==> src/rtl/ram_access_ctrl.sv <==
// ram_access_ctrl: serialises byte/half/word loads and stores onto a byte-wide RAM
// with 1-cycle read latency, flagging misaligned or illegal sizes.
module ram_access_ctrl #(
    parameter int ADDR_W = 11
) (
    input  logic              clk,
    input  logic              rst_n,
    input  logic              i_req,
    input  logic              i_wr,
    input  logic [ADDR_W-1:0] i_addr,
    input  logic [1:0]        i_size,
    input  logic              i_unsigned,
    input  logic [31:0]       i_wdata,
    output logic              o_ready,
    output logic              o_done,
    output logic              o_err,
    output logic [31:0]       o_rdata,
    output logic              o_ram_we,
    output logic [ADDR_W-1:0] o_ram_waddr,
    output logic [ADDR_W-1:0] o_ram_raddr,
    output logic [7:0]        o_ram_wdata,
    input  logic [7:0]        i_ram_rdata
);
    typedef enum logic [1:0] {IDLE, XFER, RLAST, FIN} state_t;
    state_t            state_q, state_d;
    logic [1:0]        k_q, k_d, size_q;
    logic              wr_q, uns_q, err_q, we_q;
    logic [23:0]       wdata_q, buf_q;
    logic [31:0]       rdata_q, shifted, ext;
    logic [ADDR_W-1:0] waddr_q, raddr_q;
    logic [7:0]        ram_wdata_q;
    logic              accept, bad, last, capture;
    always_comb begin
        accept  = (state_q == IDLE) && i_req;
        bad     = (i_size == 2'b11) || (i_size == 2'b01 && i_addr[0]) || (i_size == 2'b10 && i_addr[1:0] != 2'b00);
        last    = k_q == (size_q == 2'b10 ? 2'd3 : size_q == 2'b01 ? 2'd1 : 2'd0);
        // read data trails the address by one cycle, so XFER k captures byte k-1
        capture = !wr_q && ((state_q == XFER && k_q != 2'd0) || state_q == RLAST);
        shifted = {i_ram_rdata, buf_q};
        ext     = size_q == 2'b10 ? shifted :
                  size_q == 2'b01 ? {{16{!uns_q & shifted[31]}}, shifted[31:16]} :
                                    {{24{!uns_q & shifted[31]}}, shifted[31:24]};
    end
    always_comb begin
        state_d = state_q;
        k_d     = k_q;
        case (state_q)
            IDLE:  if (i_req) begin
                       state_d = bad ? FIN : XFER;
                       k_d     = 2'd0;
                   end
            XFER:  if (last) state_d = wr_q ? FIN : RLAST;
                   else k_d = k_q + 2'd1;
            RLAST: state_d = FIN;
            FIN:   begin
                       state_d = IDLE;
                       k_d     = 2'd0;
                   end
        endcase
    end
    always_ff @(posedge clk or negedge rst_n) begin
        if (!rst_n) begin
            state_q     <= IDLE;
            k_q         <= 2'd0;
            size_q      <= 2'd0;
            wr_q        <= 1'b0;
            uns_q       <= 1'b0;
            err_q       <= 1'b0;
            we_q        <= 1'b0;
            wdata_q     <= '0;
            buf_q       <= '0;
            rdata_q     <= '0;
            waddr_q     <= '0;
            raddr_q     <= '0;
            ram_wdata_q <= '0;
        end else begin
            state_q <= state_d;
            k_q     <= k_d;
            if (accept) begin
                wr_q    <= i_wr;
                size_q  <= i_size;
                uns_q   <= i_unsigned;
                wdata_q <= i_wdata[31:8];
                err_q   <= bad;
                if (!bad && i_wr) begin
                    we_q        <= 1'b1;
                    waddr_q     <= i_addr;
                    ram_wdata_q <= i_wdata[7:0];
                end else if (!bad) raddr_q <= i_addr;
            end
            // RAM port registers are preloaded with the next XFER cycle's values
            if (state_q == XFER) begin
                if (last) we_q <= 1'b0;
                else if (wr_q) begin
                    waddr_q     <= waddr_q + ADDR_W'(1);
                    ram_wdata_q <= wdata_q[{k_q, 3'b000} +: 8];
                end else raddr_q <= raddr_q + ADDR_W'(1);
            end
            if (capture) buf_q <= shifted[31:8];
            if (state_q == RLAST) rdata_q <= ext;
        end
    end
    assign o_ready     = state_q == IDLE;
    assign o_done      = state_q == FIN;
    assign o_err       = (state_q == FIN) && err_q;
    assign o_rdata     = rdata_q;
    assign o_ram_we    = we_q;
    assign o_ram_waddr = waddr_q;
    assign o_ram_raddr = raddr_q;
    assign o_ram_wdata = ram_wdata_q;
endmodule

==> config.mk <==
export PLATFORM = sky130hd
export DESIGN_NAME = ram_access_ctrl
export DESIGN_NICKNAME = d
export VERILOG_FILES = /design/src/rtl/ram_access_ctrl.sv
export SDC_FILE = /design/constraint.sdc
export NUM_CORES = 1
export LEC_CHECK = 0
export ABC_AREA = 1
export BUFFER_PORTS_ARGS = -buffer_cell sky130_fd_sc_hd__buf_2
export CORE_ASPECT_RATIO = 0.6
export CORE_MARGIN = 2
export CORE_UTILIZATION = 25
export CTS_BUF_LIST = sky130_fd_sc_hd__clkbuf_8
export DETAILED_ROUTE_END_ITERATION = 7
export PLACE_DENSITY_LB_ADDON = 0.08
export SLEW_MARGIN = 20
export SYNTH_ARGS = -nofsm -noshare
export SYNTH_HDL_FRONTEND = slang
export SYNTH_SLANG_ARGS = --single-unit
==> constraint.sdc <==
create_clock -name clk -period 1.65 [get_ports clk]
set_input_delay 0.33 -clock clk [delete_from_list [all_inputs] [get_ports clk]]
set_output_delay 0.33 -clock clk [all_outputs]
set_load 0.01 [all_outputs]
==> impl_summary.log <==
[metrics] areal power density over the cells: 2110 nW/µm²
[metrics] FMAX: 593 MHz
[metrics] combinational family with the most area after synthesis: simple AND/OR/NAND/NOR gates
[metrics] final hold violation count: 0
[metrics] type of destination of the critical path: output pin
[metrics] number of rows created at floorplan: 44
[metrics] routed via count: 5723
[metrics] area fraction in compound gates after synthesis: 0.127
[metrics] largest net degree at the start of global routing: 37
[metrics] share of final-layout standard cells stronger than drive strength 1: 0.311
[metrics] Post-Synth Adder-Cell Area: 0.0205
[metrics] final WL: 21.3 mm
[metrics] Post-Syn Area per Cell: 7.75 µm²
[metrics] RSZ-0062 raised after global routing: yes
[metrics] 1st-iter DRT viols: 323
[metrics] antenna violations before repair: 0
[metrics] all-layer global routing usage: 0.169
[metrics] pin slew with the least headroom to its limit: 0.555 ns
[metrics] final weighted congestion in routability-driven placement: 0.785
[metrics] final setup vio count: 1
[metrics] number of maximum-capacitance constraint violations: 0
[metrics] signal arrival time at the worst endpoint: 1.36 ns
[metrics] Horiz. Die Dim: 206 µm
[metrics] number of levels in the clock H-tree: 4
[metrics] worst-path maximum fanout: 3
[metrics] count of inserted antenna diode cells: 0
[metrics] number of port buffers: 123
[metrics] post-synth net total: 854
[metrics] final net count: 1037
[metrics] final routed wire length divided by cell count: 16.4 µm
[metrics] proportion of power drawn by flip-flops and latches: 0.310
[metrics] pre-CTS WS: -0.163 ns
[metrics] total standard cell area after synthesis: 6090 µm²
[metrics] type of the tightest min-delay check: input port to flop
[metrics] xor/xnor cell area share of the yosys netlist: 0.00863
[metrics] die height: 125 µm
[metrics] number of library cell types mapped by synthesis: 34
[metrics] global-route track usage on met2: 0.202
[metrics] P_int: 10.2 mW
[metrics] total net switching power: 7.79 mW
[metrics] worst-case setup margin in the final layout: -0.0365 ns
[metrics] Initial Utilization: 0.253
[metrics] post-layout min period: 1.69 ns
[metrics] ratio of routed vias to standard cells: 4.39
[metrics] total of flip-flops plus latches after synthesis: 120
[metrics] count of flip-flops with a built-in enable after synthesis: 0
[metrics] fraction of registers with async set/reset: 1.00
[metrics] Register-to-Register Setup Slack: 0.03 ns
[metrics] Startpoint Class: flop
[metrics] area share of and/or/nand/nor cells after synthesis: 0.256
[metrics] count of filler cells inserted in the layout: 2595
[metrics] launching point of the worst reg2reg path: state_q[1]$_DFFE_PN0P_
[metrics] violations in the final reports: negative setup slack
[metrics] critical path start-end classification: flop to output pin
[metrics] total negative setup slack: -0.0365 ns
[metrics] sw frac: 0.434
[metrics] headroom to the max-slew limit: 0.629
[metrics] # clock sinks: 120
[metrics] endpoint of the most critical register-to-register path: buf_q[4]$_DFFE_PN0P_
[metrics] number of instances in the synthesized netlist: 786
[metrics] global routing met1 resource utilization: 0.286
[metrics] max-slew violation count: 0
[metrics] first element of the critical path: state_q[1]$_DFFE_PN0P_
[metrics] most crowded layer after global routing: met1
[metrics] proportion of power drawn by combinational gates: 0.536
[metrics] Req. time, crit path: 1.32 ns
[metrics] via count of the first global-routing pass: 5511
[metrics] drc violations: 0
[metrics] fraction of power consumed by the clock network: 0.155
[metrics] part of the Yosys area used for sequential elements: 0.493
[metrics] outcome: finished with violations
[metrics] CTS buffer count: 17
[metrics] number of nets still failing antenna checks after routing: 0
[metrics] global route total overflow: 0
[metrics] highest ir drop seen on vdd: 0.000651 V
[metrics] maximum number of buffers from clock root to sink: 2
[metrics] num ports: 124
[metrics] area overhead of the layout relative to synthesis: 39.5%
[metrics] cells taking the most area after synthesis: dfrtp_1 49%, nand2_1 14%, a21oi_1 5.9%
[metrics] cell type contributing the most total cell area after synthesis: dfrtp_1
[metrics] flip-flop cell with the highest count after synthesis: dfrtp_1
[metrics] worst setup path endpoint: o_err
[metrics] Worst Skew: 0.0127 ns
[metrics] root buf cell: clkbuf_8
[metrics] core footprint: 24100 µm²
[metrics] GRT met3 Usage: 0.0421
[metrics] HPWL after detailed placement: 15.3 mm
[metrics] share of the cycle needed by the critical path after routing: 1.02
[metrics] clock slew at the register clock pins of the worst setup and hold paths: 0.08 ns
[metrics] yosys warns: 0
[metrics] mux share of post-synthesis cell area: 0.0166
[metrics] latest clock arrival within the worst-skew pair: 0.45 ns
[metrics] total power of the final layout: 18.0 mW
[metrics] clock tree from TritonCTS: done
[metrics] global-route wire length before repair: 32.8 mm
[metrics] reg2reg path depth: 7
[metrics] Total Die Area: 25700 µm²
[metrics] DRT Pass-1 Iters: 4
[metrics] share of the synthesized area in the top cell type: 0.493
[metrics] static leakage power: 4.38 nW
cell usage after synthesis, types with 6 or more instances:
library cell and count:
o211ai_1 6, o21ai_0 56, buf_2 14, nor3_1 12, nand4_1 9, nand2_1 224, a21oi_1 72, nor2_1 78
mux2_4 6, clkbuf_1 15, dfrtp_1 120, ha_1 10, nand3_1 50, inv_1 73
cell families (layout without fill, tap and decap cells):
kind of cell,count (synthesis),after routing
AND/OR/NAND/NOR,380,380
adder cells (fa/ha/maj),10,10
XOR/XNOR,6,6
buffers and inverters,116,311
multiplexers,7,7
AO/OA/AOI/OAI,147,147
flip-flops,120,120
power by group through the flow:
stage          clock [mW]  sequential, mW  combinational (mW)
2_1_floorplan           0            5.70                4.51
3_3_place_gp            0            5.60                8.13
3_5_place_dp            0            5.55                8.12
4_1_cts              2.88            5.51                8.49
5_1_grt              3.02            5.78                10.8
6_report             2.77            5.56                9.62
metal layers:
metal	vias to the layer above	wire length, µm
met2	118	7820
li1	2925	-
met1	2671	12500
met4	0	101
met3	9	898
met5	-	0
cells in the final DEF (no fill, tap or decap), types with 3 or more instances in the layout:
master     instances
nand2_1          212
buf_2            122
dfrtp_1          119
inv_1             71
nor2_1            65
a21oi_1           62
buf_4             47
nand3_1           44
o21ai_0           43
clkbuf_8          18
o21ai_1           14
buf_6             14
nand2_2           10
a21oi_2           10
buf_12            10
nand4_1            9
nor3_1             8
nor2_2             8
inv_2              7
nor2_4             6
o211ai_1           6
nand3_2            6
mux2_4             6
ha_4               6
clkbuf_16          6
nand2_4            4
a31oi_1            4
xor2_1             4
nor3_2             4
ha_1               4
clkinv_2           4
inv_4              3
o21bai_1           3
bufinv_16          3
final cells by class:
cell class / count / area (µm²) / share of cell area
Clock buffer: 18 / 248 / 0.0292
Inverter: 79 / 309 / 0.0364
Timing Repair Buffer: 201 / 1500 / 0.176
Sequential cell: 120 / 3000 / 0.354
Multi-Input combinational cell: 550 / 2900 / 0.341
Tap cell: 322 / 403 / 0.0474
Clock inverter: 13 / 140 / 0.0165
metrics by stage:
step                hold WS, ns   util  area [µm²]  instances
floorplan                0.0344      -        6090        786
global placement          0.300  0.311        7470       1254
detailed placement        0.304  0.311        7470       1254
CTS                      0.0380  0.332        7990       1292
global route             0.0402  0.353        8500       1303
finish                   0.0738  0.353        8500       1303
how the worst min path moves through the flow:
| stage | startpoint | to | slack, ns | depth (start not counted) |
|---|---|---|---|---|
| after floorplan | rst_n | buf_q[0]$_DFFE_PN0P_ | 0.03 | 0 |
| after global placement | rst_n | o_rdata[26]$_DFFE_PN0N_ | 0.30 | 1 |
| after detailed placement | rst_n | o_rdata[26]$_DFFE_PN0N_ | 0.30 | 1 |
| after CTS | i_wdata[16] | wdata_q[8]$_DFFE_PN0N_ | 0.04 | 3 |
| after global routing | i_wdata[16] | wdata_q[8]$_DFFE_PN0N_ | 0.04 | 3 |
| final | i_wdata[27] | wdata_q[19]$_DFFE_PN0N_ | 0.07 | 3 |
worst max-delay path, cell delays in order, from the launching register on:
cell,delay (ns)
dfrtp_1,0.41
buf_6,0.13
ha_4,0.16
nand2_2,0.05
inv_1,0.03
buf_2,0.12
registers in the layout (all words and copies together), names as in the netlist:
name / cells
buf_q: 24
err_q: 1
k_q: 2
o_ram_raddr: 11
o_ram_waddr: 11
o_ram_wdata: 8
o_ram_we: 1
o_rdata: 32
size_q: 2
state_q: 2
uns_q: 1
wdata_q: 24
wr_q: 1
what timing repair did:
action                                  4_1_cts  5_1_grt
hold endpoints to repair                     22        0
buffers inserted                              6        4
resized for setup                            19       94
endpoints found under the setup margin       38       90
hold buffers                                  1        0
pin swaps                                     2       16
cloned                                        0        8
No activity file was read; power rests on OpenSTA's default activity.
